===== src/rtl/reconfig_ro_chain.sv =====
// Reconfigurable ring-oscillator stage chain with a shadow/active select pair and a safe update sequence.
// Optional macro CFG_READBACK_EN: swaps shadow with the old selects on update and drives cfg_so for readback.
module reconfig_ro_chain #(
    parameter int N_STAGES   = 4,
    parameter int SEL_W      = 2,
    parameter int SETTLE_CYC = 8
) (
    input  logic                                clk,
    input  logic                                rst,
    input  logic                                cfg_si,
    input  logic                                cfg_shift,
    output logic                                cfg_so,
    input  logic                                commit_valid,
    output logic                                commit_ready,
    input  logic [N_STAGES*(2**SEL_W)-1:0]      stage_in,
    output logic [N_STAGES-1:0]                 stage_out,
    output logic                                ro_en,
    output logic [N_STAGES*SEL_W-1:0]           sel_active,
    output logic                                done
);

    localparam int NIN   = 2**SEL_W;
    localparam int TOT   = N_STAGES*SEL_W;
    localparam int CNT_W = $clog2(SETTLE_CYC + 1);

    typedef enum logic [2:0] {
        IDLE    = 3'd0,
        DISABLE = 3'd1,
        SETTLE  = 3'd2,
        LOAD    = 3'd3,
        ENABLE  = 3'd4
    } state_t;

    state_t             state_r;
    logic [TOT-1:0]     shadow_r;
    logic [TOT-1:0]     sel_active_r;
    logic [CNT_W-1:0]   settle_cnt_r;
    logic               ro_en_r;
    logic               done_r;
    logic               commit_ready_r;
    logic [TOT-1:0]     shift_next_s;
    logic               accept_s;

    // Next shadow value for one serial shift and the commit handshake.
    always_comb begin
        shift_next_s    = shadow_r << 1;
        shift_next_s[0] = cfg_si;
        accept_s        = commit_valid & commit_ready_r;
    end

    // Sequencer: the oscillator is stopped and allowed to settle before new selects are applied.
    always_ff @(posedge clk) begin
        if (rst) begin
            state_r        <= IDLE;
            shadow_r       <= {TOT{1'b0}};
            sel_active_r   <= {TOT{1'b0}};
            settle_cnt_r   <= {CNT_W{1'b0}};
            ro_en_r        <= 1'b0;
            done_r         <= 1'b0;
            commit_ready_r <= 1'b1;
        end else begin
            done_r <= 1'b0;
            case (state_r)
                IDLE: begin
                    // A commit wins over a coincident shift.
                    if (accept_s) begin
                        state_r        <= DISABLE;
                        ro_en_r        <= 1'b0;
                        commit_ready_r <= 1'b0;
                    end else if (cfg_shift) begin
                        shadow_r <= shift_next_s;
                    end
                end
                DISABLE: begin
                    state_r      <= SETTLE;
                    settle_cnt_r <= CNT_W'(SETTLE_CYC - 1);
                end
                SETTLE: begin
                    if (settle_cnt_r == {CNT_W{1'b0}}) begin
                        state_r <= LOAD;
                    end else begin
                        settle_cnt_r <= settle_cnt_r - CNT_W'(1);
                    end
                end
                LOAD: begin
                    state_r      <= ENABLE;
                    sel_active_r <= shadow_r;
`ifdef CFG_READBACK_EN
                    shadow_r     <= sel_active_r;
`endif
                end
                ENABLE: begin
                    state_r        <= IDLE;
                    ro_en_r        <= 1'b1;
                    done_r         <= 1'b1;
                    commit_ready_r <= 1'b1;
                end
                default: begin
                    state_r        <= IDLE;
                    ro_en_r        <= 1'b0;
                    settle_cnt_r   <= {CNT_W{1'b0}};
                    commit_ready_r <= 1'b1;
                end
            endcase
        end
    end

    assign commit_ready = commit_ready_r;
    assign ro_en        = ro_en_r;
    assign done         = done_r;
    assign sel_active   = sel_active_r;

`ifdef CFG_READBACK_EN
    assign cfg_so = shadow_r[TOT-1];
`else
    assign cfg_so = 1'b0;
`endif

    // Per-stage candidate mux driven by the active selects.
    for (genvar i = 0; i < N_STAGES; i++) begin : g_stage
        logic [NIN-1:0] cand_s;
        assign cand_s       = stage_in[i*NIN +: NIN];
        assign stage_out[i] = cand_s[sel_active_r[i*SEL_W +: SEL_W]];
    end

endmodule


===== config.mk =====
export PLATFORM = sky130hd
export DESIGN_NAME = reconfig_ro_chain
export DESIGN_NICKNAME = d
export VERILOG_FILES = /design/src/rtl/reconfig_ro_chain.sv
export SDC_FILE = /design/constraint.sdc
export NUM_CORES = 1
export LEC_CHECK = 0
export ABC_AREA = 1
export BUFFER_PORTS_ARGS = -buffer_cell sky130_fd_sc_hd__buf_2
export CAP_MARGIN = 0
export CORE_ASPECT_RATIO = 1.25
export CORE_MARGIN = 10
export CORE_UTILIZATION = 40
export CTS_CLUSTER_DIAMETER = 30
export DETAILED_ROUTE_END_ITERATION = 10
export HOLD_SLACK_MARGIN = 0.06
export PLACE_DENSITY = 0.65
export SLEW_MARGIN = 5
export SYNTH_ARGS = -nofsm -noshare
export SYNTH_HDL_FRONTEND = slang
export SYNTH_SLANG_ARGS = --single-unit
export TNS_END_PERCENT = 10

===== constraint.sdc =====
create_clock -name clk -period 2.25 [get_ports clk]
set_input_delay 0 -clock clk [delete_from_list [all_inputs] [get_ports clk]]
set_output_delay 0 -clock clk [all_outputs]
set_load 0.005 [all_outputs]

Word-level counts from Yosys, hierarchy flattened:

Index checks and enable logic that the tools add are counted.

* $add $sub $neg: 1
* order comparisons: 4
* eq/ne operators: 7
* multiplexer cells: 17
* bitwise logic cells: 4
* reduce and logical (&&, ||, !) cells: 8

Operator list (count)
* 2-bit by 3-bit < comparator with 1-bit output (second input constant): 4
* 3-bit case mux with 4 select lines: 1
* 4-bit case mux with 3 select lines: 1
* 1-bit binary-select mux with 2-bit select: 4
* 3-bit by 2-bit == test with 1-bit output (second input constant): 2
* 1-bit 2-to-1 mux: 6
* 3-bit 2-to-1 mux: 2
* 2-bit inequality test (second input constant): 3
* 2-bit AND reduction: 3
* 3-bit OR reduction: 2
* 4-bit logical NOT: 1
* 4-bit 2-to-1 mux: 1
* 4-bit by 1-bit subtractor with 4-bit output (second input constant): 1
* 3-bit by 1-bit == test with 1-bit output (second input constant): 1
* 3-bit == test (second input constant): 1
* 3-bit logical NOT: 1
* 1-bit inverter: 3
* 1-bit case mux with 3 select lines: 1
* 3-bit AND reduction: 1
* 1-bit case mux with 2 select lines: 1
* 1-bit AND: 1

* register bits: 26
* bits of input ports: 21
* output and inout port bits: 16
* word-level logic and storage cells: 48

Logic depth before layout (Yosys ltp):

Gate-level depths: netlist of the first run.

* word-level depth: 4
* mapped depth: 9
* mapped depth without buffers: 9

Least setup slack after synthesis of the first run:

No wires, ideal clock.

* kind: register -> register
* start point: reg settle_cnt_r[0]
* end point: reg settle_cnt_r[0]
* setup time: 0.113 ns
* data arrival time: 0.979 ns
* data required time: 2.137 ns
* setup slack: 1.158 ns
* cell stages (with the launch flop): 10
* path buffers: 0
* clock period less this slack: 1.092 ns
* cells stage by stage: dfxtp_1 -> inv_1 -> ha_1 -> nand2_1 -> nor2_1 -> nand2_1 -> nand2_2 -> nand2_1 -> nand2_1 -> nor2_1

* cells in the longest elaborated chain, start to end: 3
* elaborated cells between the ends (all ways): 6
* classes of those cells: 1 x add/sub; 1 x eq/ne; 2 x mux; 2 x reduce/logical

RTL lines
* from (decl): line 37 `logic [CNT_W-1:0] settle_cnt_r;`
* from (signal assigned): line 57 `settle_cnt_r <= {CNT_W{1'b0}};`
* from (signal assigned): line 76 `settle_cnt_r <= CNT_W'(SETTLE_CYC - 1);`
* from (signal assigned): line 82 `settle_cnt_r <= settle_cnt_r - CNT_W'(1);`
* 4-bit by 1-bit subtractor with 4-bit output / 4-bit logical NOT (equally long branches): line 82, 79
* 4-bit 2-to-1 mux / 2-bit inequality test (equally long branches)
* 4-bit case mux with 3 select lines / 2-bit AND reduction (equally long branches)

Several ways; a longest one is shown, not always the timed one. The select of a mux whose other input is x is not followed.
A chain may end at the register's enable or synchronous reset.

Worst setup path after layout of the first run:

* start point: reg state_r[1]
* end point: reg settle_cnt_r[0]

* cells in the longest elaborated chain, start to end: 4
* elaborated cells between the ends (all ways): 10
* classes of those cells: 5 x eq/ne; 1 x mux; 1 x bitwise; 3 x reduce/logical

RTL lines
* from (decl): line 34 `state_t state_r;`
* from (signal assigned): line 54 `state_r <= IDLE;`
* from (signal assigned): line 67 `state_r <= DISABLE;`
* from (signal assigned): line 75 `state_r <= SETTLE;`
* parallel branches: the longest is 4 deep, another holds 4-bit case mux with 3 select lines

Parallel ways; which one is timed is not known.

==> out/results.tsv, run 1 <==
stage	metric	value	unit
outcome	status	finished, final reports clean	
grt	met3_usage	2.50	%
timing	finClkSkew	0.00825	ns
final_layout	drive_above_1_share	23.8	%
synth	ys_warn_count	0	
clock_network	insertion_delay	0.32	ns
grt	grt_max_degree	22	
clock_network	path_clk_slew	0.15	ns
timing	hold_viol_final	0	
power	power_density	1130	nW/um^2
final_layout	final_area	1430	sq um
final_layout	final_nets	217	
hold_path	hold_path.class	input pin to register	
setup_path	rr_startpoint	state_r[1]	
routing	drcViolationCount	0	
grt	top_usage_layer	met2	
grt	grt_use_total	9.90	%
clock_network	clockBufferDepth	2	
timing	worstMarginPinSlew	0.522	ns
clock_network	numCtsBuffers	3	
timing	fin_hold_ws	0.134	ns
grt	grt_pass1_vias	1047	
final_layout	fin_cells	227	
die	rows	21	
setup_path	cp-startpoint	state_r[1]	
routing	firstDrtPassIters	4	
place	placed_area	1350	sq um
timing	timing.final.crit_share	60.0	%
routing	num_vias	1095	
setup_path	worst_setup_path_end_kind	register	
setup_path	critPathArrivalTime	1.58	ns
clock_network	post_cts_resized	0	
clock_network	post-cts-setup-buffer-count	0	
setup_path	cp_max_fo	17	
final_layout	fillers	285	
grt	grt_overflow	0	
grt	grt_use_met2	17.7	%
die	core	2760	sq um
die	fp.dieW	68.5	microns
synth	synthesis.nets	180	
die	start_util	42.6	%
routing	drt-initial-drc-count	41	
synth	syn_area_per_cell	7.49	sq um
hold_path	hp-start	commit_valid	
setup_path	critPathKind	register to register	
synth	synthesis.area	1180	sq um
routing	avgViaCountPerCell	4.82	
routing	drtAntennaViolNets	0	
clock_network	numClockSinks	26	
setup_path	crit_required	2.48	ns
timing	finalSetupViolCount	0	
final_layout	area_growth	21.2	%
timing	rsz0062_at_grt	false	
timing	finalCriticalPeriod	1.35	ns
place	numPortBuffers	35	
synth	syn_inst	157	
place	dpl.hpwl	2060	microns
routing	routed_wl	2600	microns
clock_network	cts-root-buf	clkbuf_4	
timing	slew_viol_final	0	
grt	grt_util_met1	10.5	%
power	power_leakage	0.657	nW
grt	antenna_found_initial	0	
routing	wl_per_cell	11.5	microns
final_layout	diodes	0	
clock_network	tritoncts	done	
place	dp_cells	221	
place	gp_congestion	0.704	
timing	fmax	0.740	GHz
timing	final.setup.tns	0	ns
synth	yosysSeqAreaShare	44.3	%
setup_path	startpoint_type	register	
synth	yosysUniqueCellTypes	22	
die	die_h	80.6	microns
timing	maxSlewHeadroom	65.1	%
die	die_area	5520	sq um
power	peakVddDrop	0.475	mV
die	ios	37	
synth	synth-seq-cells	26	
run	drv_cap	0	
clock_network	htree_levels	1	
grt	grt_pass1_wl	4370	microns
routing by layer:
layer  wire length, microns  vias up
met1                   1090      478
met2                   1360       27
li1                       -      588
met3                    135        2
met5                      0        -
met4                     20        0
area by class of cell:
cell class | instances | area (sq um) | area share, %
Tap cell | 34 | 42.5 | 2.99
Sequential cell | 26 | 520 | 36.5
Clock buffer | 3 | 22.5 | 1.58
Multi-Input combinational cell | 104 | 532 | 37.3
Clock inverter | 1 | 30.0 | 2.11
Timing Repair Buffer | 37 | 195 | 13.7
Inverter | 22 | 82.6 | 5.79
cell usage after synthesis:
cell / count / area, sq um
o21ai_1: 1 / 5.00
clkbuf_1: 1 / 3.75
nor2_2: 1 / 6.26
a32oi_1: 4 / 35.0
nand4_2: 1 / 12.5
inv_1: 21 / 78.8
buf_6: 2 / 22.5
nand4_1: 1 / 6.26
inv_2: 1 / 3.75
nor3_1: 3 / 15.0
a21oi_1: 22 / 110
xnor2_1: 1 / 8.76
buf_4: 2 / 15.0
nand2_1: 29 / 109
nand3_1: 6 / 30.0
nand2_2: 2 / 12.5
nor2_4: 2 / 22.5
ha_1: 2 / 25.0
o21ai_0: 20 / 100
conb_1: 1 / 3.75
dfxtp_1: 26 / 521
nor2_1: 8 / 30.0
through the flow:
stage,setup slack (ns),total power [mW],util [%]
finish,0.900,1.61,51.7
global route,0.722,1.77,51.7
CTS,0.884,1.63,51.7
detailed placement,0.898,1.30,49.0
global placement,0.966,1.27,49.0
floorplan,1.16,1.15,-
sequential cells by signal, indices dropped and copies added (netlist names):
signal        count
state_r           3
ro_en             1
commit_ready      1
shadow_r          8
sel_active        8
done              1
settle_cnt_r      4
where the power goes:
part | internal (mW) | switching, mW
logic | 0.243 | 0.378
registers | 0.580 | 0.0912
clock network | 0.180 | 0.140
final timing paths:
path,cells after the start,end,slack [ns]
setup reg to reg,7,settle_cnt_r[0],0.90
setup / recovery,7,settle_cnt_r[0],0.90
hold reg to reg,2,sel_active[7],0.47
hold / removal,5,state_r[0],0.13
logic make-up after synthesis:
kind of cell | count (synthesis) | share of synthesized area [%]
AOI/OAI and AO/OA | 47 | 21.3
other | 1 | 0.319
buffers and inverters | 27 | 10.5
adders and majority gates | 2 | 2.13
xor gates and xnor gates | 1 | 0.745
and+or+nand+nor | 53 | 20.7
DFF | 26 | 44.3
worst max-delay path, cell delays in order (launching register included):
cell	delay, ns
dfxtp_1	0.45
nand2_2	0.10
nor2_4	0.30
nor2_2	0.10
nand2_2	0.14
nand2_1	0.07
nand2_1	0.06
nor2_1	0.04
what timing repair did:
item | 4_1_cts | 5_1_grt
endpoints found under the hold margin | 7 | 0
setup endpoints to repair | 0 | 0
hold buffers | 2 | 0
cells in the final DEF (no fill, tap or decap), types with 2 or more instances in the layout:
cell	synthesis	layout
nor2_4	2	2
clkbuf_4	0	3
dfxtp_1	26	26
buf_2	0	35
nand3_1	6	6
nor2_1	8	8
nand2_2	2	2
nand2_1	29	29
nor3_1	3	3
dlygate4sd3_1	0	2
inv_1	21	21
a21oi_1	22	22
a32oi_1	4	4
ha_1	2	2
o21ai_0	20	20
Power figures use the tool's default switching activity.
==> inputs of run 2 (changes only) <==
--- a/config.mk
+++ b/config.mk
@@ -5,7 +5,7 @@
 export SDC_FILE = /design/constraint.sdc
 export NUM_CORES = 1
 export LEC_CHECK = 0
-export ABC_AREA = 1
+export ABC_AREA = 0
 export BUFFER_PORTS_ARGS = -buffer_cell sky130_fd_sc_hd__buf_2
 export CAP_MARGIN = 0
 export CORE_ASPECT_RATIO = 1.25
@@ -14,7 +14,6 @@
 export CTS_CLUSTER_DIAMETER = 30
 export DETAILED_ROUTE_END_ITERATION = 10
 export HOLD_SLACK_MARGIN = 0.06
-export PLACE_DENSITY = 0.65
 export SLEW_MARGIN = 5
 export SYNTH_ARGS = -nofsm -noshare
 export SYNTH_HDL_FRONTEND = slang
==> constraint.sdc (replaced) <==
create_clock -name clk -period 1.39 [get_ports clk]
set_input_delay 0 -clock clk [delete_from_list [all_inputs] [get_ports clk]]
set_output_delay 0 -clock clk [all_outputs]
set_load 0.005 [all_outputs]
==> out/results.tsv, run 2 <==
stage	metric	value	unit
synth	syn_area_per_cell	10.1	sq um
place	numPortBuffers	35	
synth	yosysSeqAreaShare	42.4	%
synth	yosysTopAreaCell	dfxtp_1	
synth	yosysUniqueCellTypes	40	
timing	fmax	0.736	GHz
routing	num_vias	1019	
place	dpl.hpwl	2280	microns
final_layout	diodes	0	
die	die_area	5700	sq um
die	core	2950	sq um
place	dp_cells	195	
die	start_util	41.7	%
setup_path	crit_required	1.64	ns
setup_path	critPathArrivalTime	1.61	ns
power	power_density	1380	nW/um^2
routing	drtAntennaViolNets	0	
setup_path	worst_setup_path_end_kind	register	
clock_network	clockBufferDepth	2	
timing	timing.final.crit_share	97.8	%
synth	syn_inst	122	
synth	synthesis.nets	145	
grt	grt_pass1_vias	1143	
synth	async_flop_share	0	%
die	rows	22	
die	ios	37	
power	power_leakage	0.772	nW
synth	ys_warn_count	0	
timing	finalSetupViolCount	0	
routing	avgViaCountPerCell	5.07	
clock_network	tritoncts	done	
clock_network	numClockSinks	26	
synth	synth-seq-cells	26	
routing	drt-initial-drc-count	40	
grt	grt_pass1_wl	4910	microns
clock_network	cts-root-buf	clkbuf_4	
setup_path	startpoint_type	register	
timing	rsz0062_at_grt	true	
routing	drcViolationCount	0	
synth	synth_area_leaders	dfxtp_1 42%, mux2i_1 13%, mux4_2 7.3%, nor2_1 6.1%, ha_1 2.0%	
clock_network	path_clk_slew	0.14	ns
grt	antenna_found_initial	0	
setup_path	cp_max_fo	4	
timing	finClkSkew	0.00359	ns
timing	fin_hold_ws	0.102	ns
synth	synth_flop_cell	dfxtp_1	
final_layout	drive_above_1_share	43.0	%
die	fp.dieW	69.5	microns
routing	firstDrtPassIters	4	
synth	synth.most_common_cell	dfxtp_1	
place	gp_congestion	0.784	
setup_path	critPathKind	register to register	
timing	slew_viol_final	0	
synth	yosys.area.top_type_share	42.4	%
clock_network	htree_levels	1	
grt	grt_overflow	0	
final_layout	fin_cells	201	
final_layout	area_growth	30.2	%
final_layout	mostFrequentLayoutCell	buf_2	
clock_network	numCtsBuffers	3	
timing	finalCriticalPeriod	1.36	ns
run	drv_cap	0	
synth	synth_edf_count	0	
die	die_h	81.9	microns
outcome	status	finished, final reports clean	
synth	synth_common_cells	26 x dfxtp_1, 20 x nor2_1, 16 x mux2i_1	
final_layout	final_area	1600	sq um
synth	synthesis.area	1230	sq um
routing	wl_per_cell	14.5	microns
hold_path	hold_path.class	input pin to register	
final_layout	final_nets	189	
power	peakVddDrop	0.860	mV
clock_network	insertion_delay	0.32	ns
final_layout	most-common-layout-cells	33 x buf_2, 20 x dfxtp_1, 19 x nor2_1	
power	p_total	2.21	mW
grt	grt_use_total	10.2	%
place	placed_area	1470	sq um
grt	grt_max_degree	27	
routing	routed_wl	2920	microns
timing	hold_viol_final	0	
## run 2: changes by cell type after synthesis, moves of 3 or more
cell and change:
mux4_2 +4, mux2i_1 +16, nor2_1 +12, a32oi_1 -4
inv_1 -15, nand3_1 -5, nor4_1 +3, a21oi_1 -18
nand2_1 -24, o21ai_0 -18
## run 2: final cells by class
class / instances / area (sq um)
Inverter: 7 / 26.3
Clock buffer: 3 / 22.5
Fill cell: 282 / 1350
Clock inverter: 1 / 30.0
Tap cell: 36 / 45.0
Multi-Input combinational cell: 82 / 668
Timing Repair Buffer: 46 / 275
Sequential cell: 26 / 531
## run 2: what timing repair did
item	4_1_cts	5_1_grt
setup buffers	0	0
hold endpoints to repair	2	0
setup endpoints to repair	2	25
pin swaps	2	1
hold buffers	2	0
gates resized for setup	4	13
## run 2: metal layers
| layer | wire, microns | up-vias | track usage, % | part of all wire [%] |
|---|---|---|---|---|
| met5 | 0 | - | 0 | 0 |
| met4 | 27 | 0 | 3.63 | 0.92 |
| met3 | 155 | 4 | 2.90 | 5.3 |
| met2 | 1590 | 23 | 20.7 | 55 |
| met1 | 1140 | 477 | 9.57 | 39 |
| li1 | - | 515 | - | - |
## run 2: through the flow
| stage | setup slack [ns] | util, % | TNS (ns) |
|---|---|---|---|
| after floorplan | 0.00861 | - | 0 |
| after CTS | 0.00161 | 52.8 | 0 |
| final | 0.0308 | 54.2 | 0 |
| after global placement | 0.00981 | 50.0 | 0 |
| after detailed placement | -0.0490 | 50.0 | -0.0490 |
| after global routing | -0.0212 | 54.2 | -0.0961 |
## run 2: where the power goes
| part | internal (mW) | switching, mW | leakage (nW) |
|---|---|---|---|
| Clock | 0.292 | 0.225 | 0.0279 |
| Combinational | 0.431 | 0.376 | 0.531 |
| Sequential | 0.815 | 0.0680 | 0.214 |
## run 2: worst paths after layout
kind | endpoint | from | slack (ns) | depth (start not counted)
setup reg to reg | settle_cnt_r[0] | settle_cnt_r[0] | 0.03 | 5
hold / removal | sel_active[7] | rst | 0.10 | 2
hold reg to reg | sel_active[7] | shadow_r[7] | 0.51 | 2
setup / recovery | settle_cnt_r[0] | settle_cnt_r[0] | 0.03 | 5
## run 2: critical path, cell delays in order (launching register included)
cell,delay [ns]
dfxtp_2,0.38
inv_2,0.05
ha_2,0.17
nor3b_2,0.15
or4_1,0.40
a31oi_1,0.14
## run 2: kinds of logic after synthesis
logic type                 synth area share, %
xor gates and xnor gates                 0.714
DFF                                       42.4
AOI/OAI and AO/OA                         8.77
adders and majority gates                 2.04
muxes                                     21.3
other                                    0.306
buffers and inverters                     5.61
and+or+nand+nor                           18.9
